## src/rtl/div_pkg.sv

```systemverilog
`default_nettype none
// ============================================================================
//  Module      : div_pkg
//  Description : Shared FSM encoding and default widths for iter_divider.
//  Revision    : 1.0 - initial release
// ============================================================================
package div_pkg;

  localparam int DIV_DW = 14;
  localparam int DIV_VW = 10;

  typedef enum logic [1:0] {
    IDLE = 2'd0,
    RUN  = 2'd1,
    FIX  = 2'd2
  } div_state_e;

endpackage : div_pkg
`default_nettype wire

```

## src/rtl/div_step.sv

```systemverilog
`default_nettype none
// ============================================================================
//  Module      : div_step
//  Description : One restoring shift-subtract step on a VW+1-bit partial
//                remainder; emits the quotient bit and the next remainder.
//  Revision    : 1.0 - initial release
// ============================================================================
module div_step
  import div_pkg::*;
#(
  parameter int VW = DIV_VW
) (
  input  logic [VW-1:0] rem_in,
  input  logic          bit_in,
  input  logic [VW-1:0] divisor,
  output logic [VW-1:0] rem_out,
  output logic          q_bit
);

  logic [VW:0] w_shift;
  logic [VW:0] w_diff;
  logic [VW:0] w_res;
  logic        w_unused;

  always_comb begin
    w_shift = {rem_in, bit_in};
    w_diff  = w_shift - {1'b0, divisor};
    q_bit   = (w_shift >= {1'b0, divisor});
    w_res   = q_bit ? w_diff : w_shift;
  end

  // The result is always below the divisor, so its top bit is always zero.
  assign rem_out  = w_res[VW-1:0];
  assign w_unused = w_res[VW];

endmodule : div_step
`default_nettype wire

```

## src/rtl/iter_divider.sv

```systemverilog
`default_nettype none
// ============================================================================
//  Module      : iter_divider
//  Description : Iterative restoring divider, signed/unsigned, one quotient
//                bit per cycle, with divide-by-zero and overflow flags.
//  Revision    : 1.0 - initial release
// ============================================================================
module iter_divider
  import div_pkg::*;
#(
  parameter int DW = DIV_DW,
  parameter int VW = DIV_VW
) (
  input  logic          clk,
  input  logic          rst_n,
  input  logic          start,
  input  logic          sgn,
  input  logic [DW-1:0] dividend,
  input  logic [VW-1:0] divisor,
  input  logic          abort,
  output logic          ready,
  output logic          done,
  output logic [DW-1:0] quotient,
  output logic [VW-1:0] remainder,
  output logic          dbz,
  output logic          ovf
);

  localparam int            c_cnt_w   = $clog2(DW);
  localparam logic [DW-1:0] c_dvd_min = {1'b1, {(DW-1){1'b0}}};

  div_state_e r_state;
  div_state_e w_state_nxt;

  logic [DW-1:0]      r_quo;
  logic [VW-1:0]      r_rem;
  logic [VW-1:0]      r_div;
  logic [c_cnt_w-1:0] r_cnt;
  logic               r_neg_q;
  logic               r_neg_r;
  logic               r_ovf_p;
  logic               r_dbz_p;

  logic               r_done;
  logic [DW-1:0]      r_quotient;
  logic [VW-1:0]      r_remainder;
  logic               r_dbz;
  logic               r_ovf;

  logic               w_capture;
  logic               w_last;
  logic               w_dvd_neg;
  logic               w_dvs_neg;
  logic               w_dvs_zero;
  logic               w_ovf;
  logic [DW-1:0]      w_abs_dvd;
  logic [VW-1:0]      w_abs_dvs;
  logic [VW-1:0]      w_rem_nxt;
  logic               w_qbit;

  assign w_capture  = (r_state == IDLE) && start;
  assign w_last     = (r_cnt == c_cnt_w'(DW-1));
  assign w_dvd_neg  = sgn & dividend[DW-1];
  assign w_dvs_neg  = sgn & divisor[VW-1];
  assign w_dvs_zero = (divisor == '0);
  assign w_ovf      = sgn && (dividend == c_dvd_min) && (divisor == '1);
  assign w_abs_dvd  = w_dvd_neg ? (DW'(0) - dividend) : dividend;
  assign w_abs_dvs  = w_dvs_neg ? (VW'(0) - divisor) : divisor;

  div_step #(
    .VW (VW)
  ) u_step (
    .rem_in  (r_rem),
    .bit_in  (r_quo[DW-1]),
    .divisor (r_div),
    .rem_out (w_rem_nxt),
    .q_bit   (w_qbit)
  );

  always_ff @(posedge clk) begin
    if (!rst_n) r_state <= IDLE;
    else        r_state <= w_state_nxt;
  end

  // A zero divisor bypasses RUN; FIX then publishes the fixed dbz result.
  always_comb begin
    w_state_nxt = r_state;
    case (r_state)
      IDLE:    if (start) w_state_nxt = w_dvs_zero ? FIX : RUN;
      RUN: begin
        if (abort)       w_state_nxt = IDLE;
        else if (w_last) w_state_nxt = FIX;
      end
      FIX:     w_state_nxt = IDLE;
      default: w_state_nxt = IDLE;
    endcase
  end

  // r_quo starts as the dividend magnitude and fills with quotient bits.
  always_ff @(posedge clk) begin
    if (!rst_n) begin
      r_quo   <= '0;
      r_rem   <= '0;
      r_div   <= '0;
      r_cnt   <= '0;
      r_neg_q <= 1'b0;
      r_neg_r <= 1'b0;
      r_ovf_p <= 1'b0;
      r_dbz_p <= 1'b0;
    end else if (w_capture) begin
      r_quo   <= w_abs_dvd;
      r_rem   <= '0;
      r_div   <= w_abs_dvs;
      r_cnt   <= '0;
      r_neg_q <= w_dvd_neg ^ w_dvs_neg;
      r_neg_r <= w_dvd_neg;
      r_ovf_p <= w_ovf;
      r_dbz_p <= w_dvs_zero;
    end else if ((r_state == RUN) && !abort) begin
      r_quo   <= {r_quo[DW-2:0], w_qbit};
      r_rem   <= w_rem_nxt;
      r_cnt   <= r_cnt + c_cnt_w'(1);
    end
  end

  always_ff @(posedge clk) begin
    if (!rst_n) begin
      r_done      <= 1'b0;
      r_quotient  <= '0;
      r_remainder <= '0;
      r_dbz       <= 1'b0;
      r_ovf       <= 1'b0;
    end else begin
      r_done <= 1'b0;
      if ((r_state == FIX) && !abort) begin
        r_done <= 1'b1;
        if (r_dbz_p) begin
          r_quotient  <= '1;
          r_remainder <= '0;
          r_dbz       <= 1'b1;
          r_ovf       <= 1'b0;
        end else begin
          r_quotient  <= r_neg_q ? (DW'(0) - r_quo) : r_quo;
          r_remainder <= r_neg_r ? (VW'(0) - r_rem) : r_rem;
          r_dbz       <= 1'b0;
          r_ovf       <= r_ovf_p;
        end
      end
    end
  end

  assign ready     = (r_state == IDLE);
  assign done      = r_done;
  assign quotient  = r_quotient;
  assign remainder = r_remainder;
  assign dbz       = r_dbz;
  assign ovf       = r_ovf;

endmodule : iter_divider
`default_nettype wire

```

## config.mk

```make
export PLATFORM = sky130hd
export DESIGN_NAME = iter_divider
export DESIGN_NICKNAME = d
export VERILOG_FILES = /design/src/rtl/div_pkg.sv /design/src/rtl/div_step.sv /design/src/rtl/iter_divider.sv
export SDC_FILE = /design/constraint.sdc
export NUM_CORES = 1
export LEC_CHECK = 0
export CAP_MARGIN = 20
export CORE_MARGIN = 2
export CORE_UTILIZATION = 35
export DETAILED_ROUTE_END_ITERATION = 7
export HOLD_SLACK_MARGIN = 0.03
export SETUP_SLACK_MARGIN = 0.5
export SYNTH_ARGS = -nofsm -noshare
export SYNTH_HDL_FRONTEND = slang
export SYNTH_HIERARCHICAL = 1
export SYNTH_SLANG_ARGS = --single-unit
export TNS_END_PERCENT = 50
```

## constraint.sdc

```tcl
create_clock -name clk -period 4 [get_ports clk]
set_clock_uncertainty 0.1 [all_clocks]
set_input_delay 0.8 -clock clk [delete_from_list [all_inputs] [get_ports clk]]
set_output_delay 0.8 -clock clk [all_outputs]
set_load 0.02 [all_outputs]
```

==> impl_metrics.json, run 1 <==
{
  "status": "complete, no violations",
  "wl_per_cell_um": 14.5,
  "synthArstFlopShare": 0,
  "holdCritPathClass": "register to register",
  "grt_pass1_wl_um": 17000,
  "ys_ff_latch": 71,
  "p_sw_mw": 0.523,
  "overflow": 0,
  "dieWidth_um": 115,
  "cts.reportedPaths.clkPinSlew_ns": 0.06,
  "critPathLaunch": "r_state[1]",
  "use_met3": 0.0227,
  "grtUsageTotal": 0.158,
  "hold_viol": 0,
  "num_vias": 3734,
  "drt-total-wl_um": 10400,
  "use_met2": 0.238,
  "layout-drive-gt1-share": 0.0882,
  "final.setup.tns_ns": 0,
  "setup.worst_path.class": "register to output port",
  "yosysUniqueCellTypes": 64,
  "grt_max_degree": 26,
  "p_int_mw": 1.38,
  "routed_via_density": 5.23,
  "worstPathArrival_ns": 1.69,
  "antenna_found_initial": 0,
  "r2r_slack_ns": 1.48,
  "ys_seq_area_frac": 0.330,
  "hold_slack_ns": 0.349,
  "min_period_ns": 2.59,
  "insertion_delay_ns": 0.32,
  "worst_slew_pin_slew_ns": 0.800,
  "comb_power_share": 0.203,
  "holdCritStartpoint": "remainder[7]",
  "ys.flop_type": "dfxtp_1",
  "hpwlAfterDp_um": 7910,
  "netlist_instances": 520,
  "synth-edff-count": 0,
  "syn_area_um2": 4300,
  "io_buffers": 56,
  "place.gp.congestion": 0.834,
  "die_h_um": 115,
  "clk_path_buf_depth": 2,
  "core_um2": 12000,
  "rsz0062_at_grt": "false",
  "cts_tree": "done",
  "diodes": 0,
  "rr_worst_depth": 9,
  "top_usage_layer": "met2",
  "drt_iter0_markers": 250,
  "worstReg2RegEnd": "r_rem[3]",
  "dr.pass1.iters": 4,
  "max_slew_margin": 0.466,
  "p_seq_frac": 0.402,
  "ir_drop_mv": 0.203,
  "final_antenna_net_count": 0,
  "drc": 0,
  "yosys.area.top_type": "dfxtp_1",
  "syn_nets": 567,
  "worst_ep_required_time_ns": 3.10,
  "cts_root_buffer": "clkbuf_16",
  "hold_depth": 2,
  "grt_pass1_vias": 3488,
  "swShare": 0.274,
  "max_cap_viol_count": 0,
  "cts_made_buffers": 9,
  "fp.dieArea_um2": 13200,
  "syn_avg_cell_area_um2": 8.27,
  "min_to": "remainder[7]",
  "path_cells": "nor2_1, clkdlybuf4s50_1",
  "area.growth.synth_to_final_pct": 21.9,
  "pin_count": 57,
  "yosys_warnings": 6,
  "post_cts_buffers": 0,
  "htree_levels": 3,
  "critPathMaxFanout": 5,
  "start_kind": "register",
  "final_util": 0.437,
  "nets": 610,
  "synth_top_area_frac": 0.330,
  "fmaxAchievable_mhz": 386,
  "cts.repair.resized": 0,
  "cts_hold_buf": 0,
  "power.density_nw_per_um2": 363,
  "start_util": 0.358,
  "drv_slew": 0,
  "cp-end-kind": "output port",
  "leakage_nw": 1.88,
  "slowest_delay_ns": 0.68,
  "slowest_stage": "clkdlybuf4s50_1",
  "rows": 40,
  "grtUsageMet1": 0.233,
  "synth_area_leaders": "dfxtp_1, a21oi_1, xnor2_1",
  "p_clk_frac": 0.396,
  "r2r-start": "r_rem[1]",
  "setup_violations": 0,
  "min_period_over_period": 0.648,
  "cts_sinks": 71
}
## power groups by stage
stage,logic [mW],registers (mW),clock network (mW)
2_1_floorplan,0.299,0.766,0
3_3_place_gp,0.380,0.779,0
3_5_place_dp,0.383,0.780,0
4_1_cts,0.386,0.765,0.763
5_1_grt,0.426,0.769,0.787
6_report,0.386,0.765,0.754
## cell usage after synthesis, drive strengths merged, types with 3 or more instances
| library cell | n |
|---|---|
| nor3b | 4 |
| mux2i | 9 |
| xnor2 | 32 |
| nor4 | 11 |
| buf | 12 |
| o21a | 3 |
| dfxtp | 71 |
| inv | 28 |
| clkbuf | 19 |
| nor2b | 3 |
| o41ai | 3 |
| a311oi | 7 |
| o22ai | 3 |
| a31oi | 16 |
| a211oi | 12 |
| mux2 | 14 |
| nand4 | 7 |
| o21ai | 27 |
| and3 | 3 |
| ha | 17 |
| nand3 | 13 |
| or4 | 4 |
| a21oi | 56 |
| nor3 | 8 |
| nand2 | 53 |
| or3 | 5 |
| nor2 | 38 |
| xor2 | 12 |
| o31ai | 5 |
## layer usage
layer	wire (um)	part of all wire
met1	5350	0.52
met2	4490	0.43
met3	437	0.042
met4	88	0.0085
met5	0	0
## registers in the layout (all words and copies together), names as in the netlist, 2 cells and up
signal     flops
r_rem         10
r_state        2
remainder     10
r_quo         14
quotient      14
r_cnt          4
r_div         10
## logic make-up (layout without fill, tap and decap cells)
group | count (synthesis) | in the layout | share of synthesized area
flops | 71 | 71 | 0.330
fa+ha+maj | 18 | 18 | 0.0541
buf+inv | 60 | 107 | 0.0596
compound gates | 147 | 147 | 0.220
simple gates | 157 | 157 | 0.182
mux | 23 | 23 | 0.0637
xor+xnor | 44 | 44 | 0.0896
## worst max-delay path: cells and delay by family (launching register included)
family | cells | cell delay [ns]
flops | 1 | 0.35
simple gates | 1 | 0.33
buf+inv | 1 | 0.68
## worst max-delay path by stage
stage / endpoint / slack [ns] / cells after the start
detailed placement: r_cnt[3] / 1.08 / 6
CTS: r_quo[7] / 1.40 / 5
global placement: r_cnt[3] / 1.10 / 6
finish: ready / 1.41 / 2
global route: r_quo[5] / 1.22 / 5
floorplan: r_rem[8] / 1.75 / 11
## per-stage QoR
stage / total power, mW / setup slack [ns] / cell area (um2) / cells
global route: 1.98 / 1.22 / 5240 / 714
finish: 1.90 / 1.41 / 5240 / 714
global placement: 1.16 / 1.10 / 4960 / 699
CTS: 1.91 / 1.40 / 5240 / 714
detailed placement: 1.16 / 1.08 / 4960 / 699
floorplan: 1.07 / 1.75 / 4300 / 520
## final cells by class
cell class	count	area, um2
multi-input combinational	389	2630
fill	1204	6770
timing repair buffer	63	613
tap	147	184
clock buffer	12	267
clock inverter	3	17.5
inverter	29	111
sequential	71	1420
## cells in the final DEF, fill, tap and decap left out, types with 5 or more instances in the layout
cell             instances
a211oi_1                11
a21oi_1                 56
a311oi_1                 7
a31oi_1                 16
buf_4                    7
clkbuf_16                9
clkdlybuf4s50_1         56
dfxtp_1                 71
ha_1                    17
inv_1                   27
mux2_2                   6
mux2_4                   7
mux2i_1                  9
nand2_1                 53
nand3_1                 12
nand4_1                  7
nor2_1                  38
nor3_1                   8
nor4_1                   9
o21ai_0                 27
o31ai_1                  5
xnor2_1                 32
xor2_1                  12
(Power assumes the default switching activity.)
==> inputs of run 2 (changes only) <==
Clock period 4 ns to 2.17 ns, I/O delays scaled along.
==> run 2 against run 1 <==
Clock power up 94%. Combinational power rose to 2.7 times the previous value. Sequential share of layout area shrank 4.5 points. Design area rose by 24%. Total power up 110%. First-iteration DRC count increased by 10%. Cell count is 9.2% higher. Non-clock buffer count up 65.
==> impl_metrics.json, run 2 (synthesized netlist as in run 1, its figures left out) <==
{
  "worstPathArrival_ns": 2.27,
  "cp-end-kind": "register",
  "drt_iter0_markers": 276,
  "max_slew_margin": 0.756,
  "hold_slack_ns": 0.348,
  "power.density_nw_per_um2": 602,
  "drc": 0,
  "hpwlAfterDp_um": 8530,
  "layout.cells.non_filler": 780,
  "io_buffers": 56,
  "insertion_delay_ns": 0.33,
  "p_int_mw": 2.77,
  "fp.dieArea_um2": 13200,
  "use_met3": 0.0290,
  "p_clk_frac": 0.373,
  "core_um2": 12000,
  "slowest_stage": "fa_2",
  "final_area_um2": 6500,
  "crit_top_cell": "inv_2",
  "grt_max_degree": 43,
  "min_period_ns": 2.15,
  "max_cap_viol_count": 0,
  "antenna_found_initial": 0,
  "grt_pass1_wl_um": 19500,
  "worst_slew_pin_slew_ns": 0.364,
  "htree_levels": 3,
  "top_usage_layer": "met2",
  "setup.worst_path.class": "register to register",
  "holdCritPathClass": "register to register",
  "layout-drive-gt1-share": 0.344,
  "area.growth.synth_to_final_pct": 51.1,
  "cts_tree": "done",
  "final.setup.tns_ns": 0,
  "pre_cts_slack_ns": -0.0420,
  "nets": 675,
  "drt-total-wl_um": 12200,
  "status": "complete, no violations",
  "grt_pass1_vias": 3973,
  "cts_hold_buf": 0,
  "fill_cells": 1083,
  "critPathTopFamily": "compound AO/OA/AOI/OAI gates",
  "dr.pass1.iters": 4,
  "fmaxAchievable_mhz": 465,
  "final_common_cell": "buf_4",
  "final_cell_mix": "buf_4, a21oi_1, dfxtp_1, nand2_1, nor2_1",
  "cts_sinks": 71,
  "start_util": 0.358,
  "rows": 40,
  "cts_made_buffers": 9,
  "leakage_nw": 2.76,
  "pin_count": 57,
  "worst_slack_ns": 0.0174,
  "cts_root_buffer": "clkbuf_16",
  "place.gp.congestion": 0.842,
  "crit_buf_inv": 2,
  "multiInputGateArea_um2": 3190,
  "overflow": 0,
  "start_kind": "register",
  "path_cells": "inv_2, ha_4, inv_2, fa_2, a211oi_2, o21bai_2, a221oi_2, xnor2_1, mux2_4, nand2_2, a21oi_2",
  "clk_path_buf_depth": 2,
  "slowest_delay_ns": 0.35,
  "dp.cells": 744,
  "wl_per_cell_um": 15.6,
  "grtUsageMet1": 0.258,
  "hold_viol": 0,
  "routed_via_density": 5.28,
  "swShare": 0.291,
  "cts.reportedPaths.clkPinSlew_ns": 0.06,
  "worst_ep_required_time_ns": 2.29,
  "final_antenna_net_count": 0,
  "setup_violations": 0,
  "rsz0062_at_grt": "true",
  "p_seq_frac": 0.361,
  "post_dp_cell_area_um2": 5580,
  "grtUsageTotal": 0.182,
  "ir_drop_mv": 0.350,
  "use_met2": 0.287,
  "diodes": 0,
  "min_period_over_period": 0.992,
  "p_sw_mw": 1.14,
  "critPathMaxFanout": 2,
  "layout.area.seq_um2": 1470,
  "dieWidth_um": 115,
  "num_vias": 4117,
  "die_h_um": 115,
  "comb_power_share": 0.266,
  "drv_slew": 0
}
run 2: path summary, 6_finish.rpt:
| path | from | endpoint | slack (ns) | depth (start not counted) |
|---|---|---|---|---|
| worst max-delay path | r_quo[13] | r_rem[8] | 0.02 | 11 |
| worst min-delay path | remainder[4] | remainder[4] | 0.35 | 2 |
| worst max register to register | r_quo[13] | r_rem[8] | 0.02 | 11 |
| worst min register to register | remainder[4] | remainder[4] | 0.35 | 2 |
run 2: through the flow:
stage                     utilization  power, mW
after CTS                       0.504       3.82
after global placement          0.465       2.28
after global routing            0.541       4.08
after detailed placement        0.465       2.29
after floorplan                     -       2.03
final                           0.541       3.91
run 2: area by class of cell:
cell class | count | share of cell area
clock buffers | 11 | 0.0358
flip-flops and latches | 71 | 0.226
well taps | 147 | 0.0283
multi-input cells | 389 | 0.491
inverters | 29 | 0.0191
clock inverters | 5 | 0.00866
repair buffers | 128 | 0.191
run 2: what timing repair did:
| action | in CTS | in global routing |
|---|---|---|
| pin swaps | 16 | 36 |
| setup buffers | 8 | 10 |
| setup endpoints to repair | 78 | 63 |
| gates resized for setup | 60 | 95 |
| gates cloned | 1 | 1 |
run 2: power by group through the flow:
stage                     clock network (mW)  logic, mW  registers [mW]
final                                   1.46       1.04            1.41
after global routing                    1.54       1.12            1.42
after CTS                               1.48      0.929            1.41
after detailed placement                   0      0.857            1.43
after global placement                     0      0.847            1.43
after floorplan                            0      0.619            1.41
run 2: worst reg2reg max path: stages (launching register included):
cell      delay (ns)
dfxtp_2         0.32
inv_2           0.07
ha_4            0.13
inv_2           0.04
fa_2            0.35
a211oi_2        0.22
o21bai_2        0.11
a221oi_2        0.27
xnor2_1         0.09
mux2_4          0.26
nand2_2         0.06
a21oi_2         0.04
run 2: per-layer routing:
metal / up-vias / wire (um)
li1: 2084 / -
met1: 1920 / 5850
met2: 99 / 5650
met3: 14 / 525
met4: 0 / 164
met5: - / 0
==> inputs of run 3 (changes only) <==
Settings changed: ABC_AREA set to 1.
==> run 3 against run 2 <==
Critical path depth rose by 1. Combinational power rose by 7%. Clock-buffer cell count did not move. Sequential share of layout area rose by 0.67 points. Non-clock buffer count fell by 40. Fmax rose by 15%. Design area fell by 4.9%. Critical endpoint is now r_rem[1]. Critical path type unchanged. Clock power barely moved. First-iteration DRC count fell by 32%.
==> impl_metrics.json, run 3 <==
{
  "num_vias": 4751,
  "hpwlAfterDp_um": 9500,
  "post_dp_cell_area_um2": 5480,
  "final_common_cell": "nand2_1",
  "final_area_um2": 6180,
  "final.setup.tns_ns": 0,
  "place.gp.congestion": 0.850,
  "drt_iter0_markers": 189,
  "setup_violations": 0,
  "setup.worst_path.class": "register to register",
  "yosys.area.top_type": "dfxtp_1",
  "comb_power_share": 0.278,
  "yosysMostFrequentCell": "nand2_1",
  "layout-drive-gt1-share": 0.201,
  "overflow": 0,
  "fmaxAchievable_mhz": 535,
  "cts_made_buffers": 9,
  "htree_levels": 3,
  "die_h_um": 119,
  "min_period_ns": 1.87,
  "synthMuxAreaShare": 0,
  "grt_pass1_vias": 4500,
  "synthXorXnorAreaFrac": 0.0323,
  "rsz0062_at_grt": "true",
  "routed_via_density": 5.01,
  "synth-edff-count": 0,
  "worstPathArrival_ns": 2.03,
  "status": "complete, no violations",
  "cts.reportedPaths.clkPinSlew_ns": 0.06,
  "grtUsageTotal": 0.181,
  "synth_top_area_frac": 0.308,
  "grt_max_degree": 27,
  "critPathMaxFanout": 8,
  "insertion_delay_ns": 0.33,
  "layout.cells.non_filler": 949,
  "area.growth.synth_to_final_pct": 34.0,
  "yosys_warnings": 6,
  "fill_cells": 1302,
  "final_cell_mix": "nand2_1, inv_1, dfxtp_1, a21oi_1, o21ai_0",
  "p_int_mw": 2.72,
  "cp-end-kind": "register",
  "antenna_found_initial": 0,
  "diodes": 0,
  "ys_ff_latch": 71,
  "drt-total-wl_um": 12800,
  "min_period_over_period": 0.861,
  "synth_commonest_cells": "nand2_1, inv_1, dfxtp_1, o21ai_0, a21oi_1",
  "worst_slack_ns": 0.302,
  "synth_simple_gate_area_share": 0.320,
  "core_um2": 12700,
  "io_buffers": 56,
  "cts_tree": "done",
  "nets": 819,
  "drv_slew": 0,
  "pin_count": 57,
  "p_sw_mw": 1.28,
  "dieWidth_um": 119,
  "max_cap_viol_count": 0,
  "synth_compound_area_frac": 0.175,
  "worst_slew_pin_slew_ns": 0.476,
  "synth_fa_ha_area_frac": 0.0505,
  "power.density_nw_per_um2": 649,
  "grt_pass1_wl_um": 20900,
  "clk_path_buf_depth": 2,
  "wl_per_cell_um": 13.5,
  "yosysUniqueCellTypes": 48,
  "drc": 0,
  "hold_viol": 0,
  "max_slew_margin": 0.682,
  "p_seq_frac": 0.352,
  "worst_ep_required_time_ns": 2.33,
  "final_antenna_net_count": 0,
  "fp.dieArea_um2": 14100,
  "dr.pass1.iters": 5,
  "syn_nets": 740,
  "start_util": 0.363,
  "holdCritPathClass": "input port to register",
  "ys_seq_area_frac": 0.308,
  "syn_avg_cell_area_um2": 6.66,
  "cts_root_buffer": "clkbuf_16",
  "ys.flop_type": "dfxtp_1",
  "ir_drop_mv": 0.396,
  "dp.cells": 917,
  "synth_top_family_by_area": "simple AND/OR/NAND/NOR gates",
  "start_kind": "register",
  "synth_area_leaders": "dfxtp_1, nand2_1, inv_1",
  "netlist_instances": 693,
  "synthArstFlopShare": 0,
  "cts_sinks": 71,
  "leakage_nw": 2.99,
  "p_clk_frac": 0.370,
  "swShare": 0.320,
  "rows": 41,
  "pre_cts_slack_ns": 0.0363,
  "syn_area_um2": 4610
}
run 3: changes by cell type in the layout (fill, tap and decap cells not counted), moves of 24 or more:
cell	before	now
nand2_1	46	182
buf_4	61	30
nand3_1	10	38
o21ai_0	18	42
inv_1	14	82
xnor2_1	32	0
run 3: cells by family (layout without fill, tap and decap cells):
group	Yosys count	count (layout)
AOI/OAI and AO/OA	140	140
xor gates and xnor gates	17	17
DFF	71	71
adders and majority gates	18	18
buffers and inverters	119	202
and+or+nand+nor	328	329
run 3: power groups by stage:
stage | Combinational [mW] | Clock (mW) | Sequential, mW
5_1_grt | 1.23 | 1.58 | 1.42
6_report | 1.11 | 1.48 | 1.41
3_3_place_gp | 0.900 | 0 | 1.43
4_1_cts | 1.05 | 1.52 | 1.41
2_1_floorplan | 0.707 | 0 | 1.42
3_5_place_dp | 0.908 | 0 | 1.44
run 3: timing repair:
action / 4_1_cts / 5_1_grt
hold buffers: 0 / 0
gates cloned: 1 / 0
setup buffers: 6 / 9
setup endpoints to repair: 52 / 62
pin swaps: 36 / 16
gates resized for setup: 76 / 44
run 3: critical path, cell delays in order (launching register included):
cell,delay (ns)
dfxtp_2,0.36
inv_4,0.05
ha_4,0.28
inv_4,0.04
nor2_4,0.14
nand2_4,0.08
nor2_4,0.10
nand2_4,0.10
nand4_4,0.15
nand2_1,0.07
o21ai_1,0.09
o21ai_1,0.08
a21oi_1,0.14
run 3: through the flow:
step,power (mW),util,hold WS [ns]
floorplan,2.12,-,0.326
global placement,2.33,0.431,0.343
detailed placement,2.34,0.431,0.352
CTS,3.98,0.471,0.367
global route,4.23,0.486,0.358
finish,4.01,0.486,0.353
run 3: final timing paths:
check	depth (start not counted)	to	from	slack (ns)
worst max-delay path	12	r_rem[1]	r_div[9]	0.30
worst min-delay path	3	r_quo[0]	dividend[0]	0.35
worst max register to register	12	r_rem[1]	r_div[9]	0.30
worst min register to register	2	r_div[5]	r_div[5]	0.36
run 3: layer usage:
layer	vias to the layer above	wire length, um	global-route usage
met5	-	0	0
met4	0	81	0.0246
met3	8	454	0.0430
met2	81	6690	0.338
met1	2241	5570	0.213
li1	2421	-	-
run 3: layout make-up:
class,count,area [um2],share of cell area
flip-flops and latches,71,1440,0.233
clock buffers,11,243,0.0393
inverters,98,383,0.0620
well taps,172,215,0.0348
repair buffers,88,850,0.137
clock inverters,5,56.3,0.00911
multi-input cells,504,3000,0.485
